File: src/rtl/pushbutton_conditioner.sv
// Synchronizes, debounces and (optionally) latches board pushbuttons for the processor's IN port.
// Build with PB_STICKY_EN defined to hold short presses until the processor completes a read.
module pushbutton_conditioner #(
    parameter int WIDTH           = 4,
    parameter int DEBOUNCE_CYCLES = 16,
    parameter int CNT_W           = 16
) (
    input  logic             clock,
    input  logic             reset,
    input  logic [WIDTH-1:0] buttons_raw,
    input  logic             read_strobe,
    output logic [WIDTH-1:0] pushbuttons,
    output logic             press_pending,
    output logic [WIDTH-1:0] stable
);

    localparam logic [CNT_W-1:0] CNT_LAST = CNT_W'(DEBOUNCE_CYCLES - 1);

    logic [WIDTH-1:0] sync1_q, sync1_d;
    logic [WIDTH-1:0] sync2_q, sync2_d;
    logic [WIDTH-1:0] stable_q, stable_d;
    logic [WIDTH-1:0] rise;
    logic [CNT_W-1:0] cnt_q [WIDTH];
    logic [CNT_W-1:0] cnt_d [WIDTH];

    // Each bit counts how long sync2 has disagreed with its stable level.
    always_comb begin
        sync1_d  = buttons_raw;
        sync2_d  = sync1_q;
        stable_d = stable_q;
        rise     = '0;
        for (int i = 0; i < WIDTH; i++) begin
            cnt_d[i] = '0;
            if (sync2_q[i] != stable_q[i]) begin
                if (cnt_q[i] == CNT_LAST) begin
                    stable_d[i] = sync2_q[i];
                    rise[i]     = sync2_q[i];
                end else begin
                    cnt_d[i] = cnt_q[i] + 1'b1;
                end
            end
        end
    end

    always_ff @(posedge clock) begin
        if (!reset) begin
            sync1_q  <= '0;
            sync2_q  <= '0;
            stable_q <= '0;
            for (int i = 0; i < WIDTH; i++) begin
                cnt_q[i] <= '0;
            end
        end else begin
            sync1_q  <= sync1_d;
            sync2_q  <= sync2_d;
            stable_q <= stable_d;
            for (int i = 0; i < WIDTH; i++) begin
                cnt_q[i] <= cnt_d[i];
            end
        end
    end

    assign stable = stable_q;

`ifdef PB_STICKY_EN
    logic [WIDTH-1:0] latched_q, latched_d;
    logic             rs_q, rs_d;
    logic             read_done;

    // A read completes on the strobe's falling edge; a same-edge new press survives it.
    always_comb begin
        rs_d      = read_strobe;
        read_done = rs_q & ~read_strobe;
        latched_d = (latched_q & ~{WIDTH{read_done}}) | rise;
    end

    always_ff @(posedge clock) begin
        if (!reset) begin
            latched_q <= '0;
            rs_q      <= 1'b0;
        end else begin
            latched_q <= latched_d;
            rs_q      <= rs_d;
        end
    end

    assign pushbuttons   = latched_q | stable_q;
    assign press_pending = |latched_q;
`else
    logic             unused_read_strobe;
    logic [WIDTH-1:0] unused_rise;

    assign unused_read_strobe = read_strobe;
    assign unused_rise        = rise;
    assign pushbuttons        = stable_q;
    assign press_pending      = 1'b0;
`endif

endmodule
File: config.mk
export PLATFORM = sky130hd
export DESIGN_NAME = pushbutton_conditioner
export DESIGN_NICKNAME = d
export VERILOG_FILES = /design/src/rtl/pushbutton_conditioner.sv
export SDC_FILE = /design/constraint.sdc
export NUM_CORES = 1
export LEC_CHECK = 0
export ABC_AREA = 1
export CORE_UTILIZATION = 60
export DETAILED_ROUTE_END_ITERATION = 7
export GPL_TIMING_DRIVEN = 0
export PLACE_DENSITY = 0.79
export SETUP_SLACK_MARGIN = 0.2
export SYNTH_ARGS = -nofsm -noshare
export SYNTH_HDL_FRONTEND = slang
export SYNTH_SLANG_ARGS = --single-unit
export TNS_END_PERCENT = 5
File: constraint.sdc
create_clock -name clock -period 1.7 [get_ports clock]
set_clock_uncertainty 0.2 [all_clocks]
set_input_delay 0.17 -clock clock [delete_from_list [all_inputs] [get_ports clock]]
set_output_delay 0.17 -clock clock [all_outputs]
set_load 0.03 [all_outputs]
==> run metrics <==
status=finished clean; period utilisation layout=0.919; R2R setup slack=140 ps; Max Slew Vio Count=0; total global routing overflow=0; Final Setup Violations=0; most used flip-flop cell after synthesis=dfxtp_1; Setup WS post-layout=138 ps; vias in the first global route=2798; root buffer cell=clkbuf_8; Core Footprint=5890 µm²; first-pass GRT wire length=11700 µm; sequential fraction of the synthesis area=0.418; Max clock buf depth=2; FF/Latch Area=1540 µm²; antenna violations before repair=0; Std-Cell Rows=28; mapped cell area=3640 µm²; Starting Density=0.619; P_leak=1.50 nW; setup TNS=0 ps; number of port buffers=13; number of flops mapped to enable cells by yosys=0; Cells after Synth=505; Crit path required time=1740 ps; clock-pin slew on the worst setup and hold paths=80 ps; crit-path most repeated cell=nand3_4; Vias/cell=5.07; Worst Setup EP=cnt_q[1][5]; Critical Path AT=1600 ps; critical path type=reg -> reg; CP Capture Type=register; later-pin clock latency in the skew report=340 ps; nets=553; first-iteration detailed-routing DRC count=138; worst slack, placed=-114 ps; Multi-input gate area=1960 µm²; Die H=79.9 µm; RD Place Congestion=0.931; worst r2r path cells=7; Hold-fix buffers, CTS=0; FF-to-FF Start=cnt_q[1][1]; critical path's largest stage delay=360 ps; First-pass DRT Iterations=4; most numerous cell in the Yosys netlist=nand2_1; layout cells sized above 1=0.186; Hold/Removal Path Class=in -> reg; io pins=16; worst hold margin=148 ps; final wirelength=7650 µm; Cell Pwr Density=834 nW/µm²; top cells by count, synth=nand2_1, nor2_1, dfxtp_1, inv_1; Die Wd=79.9 µm; Num CTS Buffers=9; Critical Path Start Type=register; H-Tree Depth=3; gr usage total=0.236; Synth Net Count=516; Yosys warnings=0; Pwr Total=3.70 mW; Setup crit start=cnt_q[1][1]; Slowest-stage cell, CP=dfxtp_2; RR Endpoint=cnt_q[1][5]; minimum clock period=1560 ps; FFs w/ async S/R, synth=0; CTS tree=built; RSZ-0062 raised after global routing=yes; pin count of the biggest net entering global routing=14; Yosys cell types=30; vias=3156; Area contributors post-synth=dfxtp_1, nand2_1, nor2_1; post-DP HPWL=4770 µm; Sink Count=76; Fin. Hold Viols=0; leading area contributor after synthesis=dfxtp_1; fill count=428; top-area cell type share of the netlist area=0.418; Syn Area/Cell=7.21 µm²; WL/cell=12.3 µm; critical-path cell list=ha_4, nand3_4, nor2_4, nand3_4, nand2_4, clkbuf_16, nor2_1; Max VDD drop=821 µV; drt drc=0; flops & latches, synth=76; FMAX=640 MHz; critical path peak fanout=7; antenna-violating nets left=0; die area=6380 µm²; diode count=0; Area Overhead vs Synth=21.9%; Max-cap violations=0
-- routing by layer --
layer | wire length [µm] | up-vias | track usage | share of wire
met5 | 0 | - | 0 | 0
met4 | 104 | 0 | 0.0875 | 0.014
met3 | 299 | 12 | 0.0800 | 0.039
met2 | 3910 | 44 | 0.411 | 0.51
met1 | 3340 | 1450 | 0.266 | 0.44
li1 | - | 1650 | - | -
-- worst max-delay path, delay by kind of cell, from the launching register on --
family	cells	cell delay (ps)
buffers and inverters	1	160
DFF	1	360
adders and majority gates	1	160
and+or+nand+nor	5	570
-- logic make-up after synthesis --
group / share of synthesized area
other cells: 0.00103
buf+inv: 0.0845
fa+ha+maj: 0.0137
xor+xnor: 0.0698
compound gates: 0.0564
simple gates: 0.357
flops: 0.418
-- state kept, by name (all words and copies together) (netlist names) --
name and cells:
sync2_q 4, pushbuttons 4, cnt_q 64, sync1_q 4
-- worst min-delay path by stage --
| stage | start | endpoint | slack [ps] | cells after the start |
|---|---|---|---|---|
| floorplan | buttons_raw[0] | sync1_q[0] | 70 | 2 |
| global placement | sync1_q[0] | sync2_q[0] | 190 | 2 |
| detailed placement | sync1_q[0] | sync2_q[0] | 200 | 2 |
| CTS | buttons_raw[0] | sync1_q[0] | 130 | 3 |
| global route | buttons_raw[0] | sync1_q[0] | 150 | 3 |
| finish | buttons_raw[0] | sync1_q[0] | 150 | 3 |
-- repair_timing --
item	4_1_cts	5_1_grt
setup buffers	0	11
gates resized for setup	53	8
pin swaps	33	4
gates cloned	0	2
endpoints found under the setup margin	66	56
-- per-stage QoR --
stage | util | instances | cell area (µm²)
CTS | 0.726 | 609 | 4270
floorplan | - | 505 | 3640
detailed placement | 0.657 | 593 | 3870
global route | 0.754 | 622 | 4440
global placement | 0.657 | 593 | 3870
finish | 0.754 | 622 | 4440
-- where the power goes --
part / switching, mW / internal [mW] / leakage (nW)
Clock: 0.660 / 1.16 / 0.129
Combinational: 0.0441 / 0.0408 / 0.749
Sequential: 0.00678 / 1.79 / 0.619
-- final cells by class --
class / count / area share
plain buffers: 10 / 0.0231
clock inverters: 6 / 0.0305
clock buffers: 10 / 0.0310
well taps: 75 / 0.0212
repair buffers: 26 / 0.0572
multi-input cells: 361 / 0.441
inverters: 58 / 0.0491
flip-flops and latches: 76 / 0.347
-- placed cells by master (no fill, tap or decap), drive strengths merged, types with 5 or more instances in the layout --
cell type,instances
nand2,115
nor2,115
dfxtp,76
inv,58
nand3,35
a21oi,29
buf,23
xor2,20
nand4,15
clkbuf,13
xnor2,9
o21ai,9
clkdlybuf4s50,5
No activity file was read; power rests on OpenSTA's default activity.
